<file path="config.mk">
export PLATFORM = sky130hd
export DESIGN_NAME = mem_arbiter
export DESIGN_NICKNAME = d
export VERILOG_FILES = /design/src/rtl/mem_arbiter.sv
export SDC_FILE = /design/constraint.sdc
export NUM_CORES = 1
export LEC_CHECK = 0
export ABC_AREA = 1
export ABC_CLOCK_PERIOD_IN_PS = 1500
export CAP_MARGIN = 10
export CORE_AREA = 5 5 104 106
export DETAILED_ROUTE_END_ITERATION = 10
export DIE_AREA = 0 0 109 111
export GPL_TIMING_DRIVEN = 0
export HOLD_SLACK_MARGIN = 0.02
export MAX_ROUTING_LAYER = met4
export PLACE_DENSITY = 0.67
export REMOVE_ABC_BUFFERS = 1
export SLEW_MARGIN = 20
export SYNTH_ARGS = -nofsm -noshare
export SYNTH_HDL_FRONTEND = slang
export SYNTH_SLANG_ARGS = --single-unit
export TNS_END_PERCENT = 5
</file>
<file path="constraint.sdc">
create_clock -name clk -period 1.5 [get_ports clk]
set_clock_uncertainty 0.05 [all_clocks]
set_input_delay 0.15 -clock clk [delete_from_list [all_inputs] [get_ports clk]]
set_output_delay 0.15 -clock clk [all_outputs]
set_load 0.05 [all_outputs]
</file>
<file path="src/rtl/mem_arbiter.sv">
// Fetch/data arbiter onto one fixed-latency memory port: data has priority,
// bounded by a fetch-starvation counter; read responses return in grant order.
module mem_arbiter #(
  parameter int AW         = 32,
  parameter int MEM_LAT    = 1,
  parameter int STARVE_MAX = 4
) (
  input  logic          clk,
  input  logic          rst_n,
  input  logic          if_req,
  input  logic [AW-1:0] if_addr,
  output logic          if_gnt,
  output logic          if_rvalid,
  output logic [31:0]   if_rdata,
  input  logic          d_req,
  input  logic          d_we,
  input  logic [AW-1:0] d_addr,
  input  logic [31:0]   d_wdata,
  input  logic [3:0]    d_be,
  output logic          d_gnt,
  output logic          d_rvalid,
  output logic [31:0]   d_rdata,
  output logic          mem_en,
  output logic          mem_we,
  output logic [3:0]    mem_be,
  output logic [AW-3:0] mem_addr,
  output logic [31:0]   mem_wdata,
  input  logic [31:0]   mem_rdata,
  output logic          stall
);
  localparam int SCW = (STARVE_MAX < 1) ? 1 : $clog2(STARVE_MAX + 1);
  localparam logic [SCW-1:0] STARVE_LIM = SCW'(STARVE_MAX);

  logic [SCW-1:0]     starve_q, starve_d;
  logic [MEM_LAT-1:0] tag_v_q;
  logic [MEM_LAT-1:0] tag_o_q;
  logic               tag_v_d;
  logic               tag_o_d;
  logic               grant_if;
  logic               grant_d;
  logic               unused_addr_bits;

  assign unused_addr_bits = ^{if_addr[1:0], d_addr[1:0]};

  // Data normally wins; a fetch that has watched STARVE_MAX data grants goes first.
  always_comb begin
    grant_if = 1'b0;
    grant_d  = 1'b0;
    if (d_req && !(if_req && starve_q == STARVE_LIM)) begin
      grant_d = 1'b1;
    end else if (if_req) begin
      grant_if = 1'b1;
    end
  end

  always_comb begin
    starve_d = starve_q;
    if (!if_req || grant_if) begin
      starve_d = '0;
    end else if (grant_d && starve_q != STARVE_LIM) begin
      starve_d = starve_q + SCW'(1);
    end
  end

  // Tag owner: 1 = data port, 0 = fetch port. Stores carry no valid tag.
  assign tag_v_d = grant_if | (grant_d & ~d_we);
  assign tag_o_d = grant_d;

  always_ff @(posedge clk or negedge rst_n) begin
    if (!rst_n) begin
      starve_q <= '0;
      tag_v_q  <= '0;
      tag_o_q  <= '0;
    end else begin
      starve_q   <= starve_d;
      tag_v_q[0] <= tag_v_d;
      tag_o_q[0] <= tag_o_d;
      for (int i = 1; i < MEM_LAT; i++) begin
        tag_v_q[i] <= tag_v_q[i-1];
        tag_o_q[i] <= tag_o_q[i-1];
      end
    end
  end

  // Every output is held at zero while reset is asserted, independent of inputs.
  always_comb begin
    if_gnt    = 1'b0;
    d_gnt     = 1'b0;
    mem_en    = 1'b0;
    mem_we    = 1'b0;
    mem_be    = 4'h0;
    mem_addr  = '0;
    mem_wdata = 32'h0;
    stall     = 1'b0;
    if_rvalid = 1'b0;
    d_rvalid  = 1'b0;
    if_rdata  = 32'h0;
    d_rdata   = 32'h0;
    if (rst_n) begin
      if_gnt = grant_if;
      d_gnt  = grant_d;
      mem_en = grant_if | grant_d;
      if (grant_d) begin
        mem_we    = d_we;
        mem_be    = d_we ? d_be : 4'hF;
        mem_addr  = d_addr[AW-1:2];
        mem_wdata = d_wdata;
      end else if (grant_if) begin
        mem_be   = 4'hF;
        mem_addr = if_addr[AW-1:2];
      end
      stall = (if_req & ~grant_if) | (d_req & ~grant_d);
      if (tag_v_q[MEM_LAT-1]) begin
        if (tag_o_q[MEM_LAT-1]) begin
          d_rvalid = 1'b1;
          d_rdata  = mem_rdata;
        end else begin
          if_rvalid = 1'b1;
          if_rdata  = mem_rdata;
        end
      end
    end
  end
endmodule

</file>
==> impl_metrics.csv <==
group,metric,value,unit
placement,place_congestion,0.735,
clocking,clk_pin_slew,0.03,ns
job,cap_violations,0,
global_route,grt_max_degree,43,
yosys,synth_compound_area_share,0.798,%
floorplanning,start_util,16.2,%
cells_and_area,final_cell_mix,"clkdlybuf4s50_1 (129), nor2_1 (102), inv_1 (75), buf_4 (69), buf_6 (67)",
sta,max-slew-margin-rel,75.0,%
critical_path,path_class,"reg -> out",
clocking,cts.sinks,5,
critical_path,critPathMaxFanout,8,
critical_path,rr_endpoint,"tag_v_q$_DFF_PN0_",
outcome,status,"complete, but fails checks",
placement,placed_cell_area,4310,sq um
sta,hold_slack,0.0385,ns
sta,drv_slew,0,
yosys,yosysWarningCount,0,
cells_and_area,post-route-cell-area,4770,sq um
min_path,min_path_type,"in -> async",
floorplanning,die_height,111,um
clocking,worstSkewPairLatency,0.22,ns
critical_path,critical_path_arrival,1.63,ns
sta,fin_crit,1.83,ns
critical_path,critPathTopFamily,"buffers and inverters",
clocking,cts_tree,"yes",
drt,route.met3.wl,1.41,mm
floorplanning,io-pin-count,274,
cells_and_area,fin_nets,741,
global_route,grt_pass1_wl,17.6,mm
yosys,netlist_instances,327,
clocking,cts_inserted_buffers,3,
sta,setup-violations-final,135,
yosys,synth_top_family_by_area,"simple AND/OR/NAND/NOR gates",
yosys,syn_avg_cell_area,4.79,sq um
drt,route.detailed.drc,0,
drt,wl_met1,4.55,mm
power,power.leakage,2.50,nW
global_route,grt_antenna_before_repair,2,
outcome,violations,"setup timing",
critical_path,r2r_cells,7,
drt,finalWirelength,12.8,mm
yosys,ys_ff_latch,5,
global_route,grt_pass1_vias,3181,
critical_path,rrSetupSlack,-0.04,ns
critical_path,cp-start-kind,"register",
floorplanning,die_area,12100,sq um
drt,first_pass_iters,4,
yosys,yosysSeqAreaShare,7.98,%
critical_path,critical-path-max-stage-delay,0.38,ns
sta,worst_slack,-0.333,ns
critical_path,critPathCaptureType,"primary output",
yosys,synth-simple-area-share,60.3,%
placement,portBuffers,269,
drt,detail_route.iter0.violations,210,
global_route,grt_use_total,19.1,%
yosys,synth_mux_area_share,0,%
drt,vias_per_cell,4.35,
power,pwr_density_cell,424,nW/um^2
yosys,synth_fa_ha_area_share,1.60,%
floorplanning,fp.dieW,109,um
yosys,synth.distinct_cells,17,
critical_path,timing.rr.start,"starve_q[1]$_DFFE_PN0P_",
clocking,clk_path_buf_depth,2,
power,vdd_drop_max,0.000233,V
critical_path,cp_num_buf_inv,3,
floorplanning,coreArea,9680,sq um
cells_and_area,final_common_cell,"clkdlybuf4s50_1",
drt,wl_per_cell,17.3,um
global_route,grt_overflow,0,
clocking,h-tree-depth,1,
drt,ant_nets,0,
drt,top_layer,"met4",
placement,dp_hpwl,8.73,mm
sta,fmax,0.545,GHz
sta,rsz0062_at_grt,"true",
critical_path,critPathSlowestCell,"dfrtp_1",
critical_path,crit_required,1.30,ns
drt,wl_met2,6.63,mm
critical_path,cp_cell_sequence,"inv_2, ha_4, nand3_4, buf_12, nand2_4, nand3_1, nand2_1, buf_6",
sta,finalHoldViolations,0,
yosys,synth-xor-area-share,0.559,%
cells_and_area,drive_gt1_share,32.9,%
yosys,netlist_area,1570,sq um
drt,vias,3198,
cells_and_area,fillCellCount,959,
sta,fin_crit_sh,122,%
clocking,cts_root_buf,"clkbuf_8",
cells_and_area,syn2layout_area_growth,204,%
sta,tightest_slew,0.376,ns
floorplanning,num_rows,36,
sequential cells by signal (all words and copies together) (netlist names):
| register | flops |
|---|---|
| starve_q | 3 |
| tag_v_q | 1 |
| tag_o_q | 1 |
through the flow:
step / setup TNS [ns] / setup WS, ns / cells / util (%) / total power [mW]
global route: -37.04 / -0.392 / 736 / 49.3 / 2.12
CTS: -33.53 / -0.407 / 724 / 46.0 / 1.95
finish: -25.07 / -0.333 / 736 / 49.3 / 2.02
floorplan: -72.14 / -0.801 / 301 / - / 0.873
detailed placement: -155.35 / -1.58 / 705 / 44.5 / 1.62
global placement: -366.89 / -2.91 / 703 / 44.1 / 1.60
cells by family after synthesis:
kind of cell | Yosys count
and+or+nand+nor | 212
buffers and inverters | 105
DFF | 5
AOI/OAI and AO/OA | 2
adders and majority gates | 2
xor gates and xnor gates | 1
routing by layer:
layer	GRT usage (%)	up-vias
li1	-	1551
met1	21.0	1430
met2	35.0	207
met3	3.61	10
met4	4.38	0
met5	-	-
cells in the mapped netlist:
cell type | count | area [sq um]
nand2_4 | 1 | 11.3
buf_2 | 16 | 80.1
buf_6 | 3 | 33.8
nand3_2 | 1 | 10.0
inv_1 | 79 | 297
dfrtp_1 | 5 | 125
nand4_1 | 30 | 188
xnor2_1 | 1 | 8.76
nand2_1 | 36 | 135
o21ai_0 | 1 | 5.00
nand3_1 | 37 | 185
buf_4 | 4 | 30.0
nor2_1 | 106 | 398
buf_1 | 3 | 11.3
o21a_1 | 1 | 7.51
ha_1 | 2 | 25.0
nand3_4 | 1 | 17.5
worst max-delay path by stage:
stage | start | slack [ns] | cells past startpoint | endpoint
floorplan | starve_q[0]$_DFFE_PN0P_ | -0.80 | 5 | mem_wdata[0]
global placement | rst_n | -2.91 | 4 | d_rdata[30]
detailed placement | if_req | -1.58 | 6 | mem_addr[19]
CTS | starve_q[0]$_DFFE_PN0P_ | -0.41 | 7 | mem_wdata[17]
global route | starve_q[0]$_DFFE_PN0P_ | -0.39 | 8 | mem_addr[5]
finish | starve_q[0]$_DFFE_PN0P_ | -0.33 | 8 | mem_addr[3]
cell type report:
cell class	count	area, sq um	share of cell area (%)
repair inverters	1	7.51	0.157
flip-flops and latches	5	128	2.68
repair buffers	285	2850	59.7
well taps	133	166	3.49
inverters	79	300	6.29
multi-input cells	227	1270	26.6
clock buffers	4	45.0	0.944
diodes	2	5.00	0.105
report_power, final:
part | internal [mW] | total (mW) | switching (mW)
registers | 0.142 | 0.149 | 0.00714
logic | 0.677 | 1.62 | 0.938
clock network | 0.183 | 0.256 | 0.0728
repair_timing:
item | in CTS | in global routing
endpoints found under the hold margin | 2 | 0
setup endpoints to repair | 142 | 137
setup buffers | 7 | 5
resized for setup | 881 | 58
pin swaps | 8 | 12
hold buffers | 1 | 0
gates cloned | 7 | 5
(Power assumes the default switching activity.)
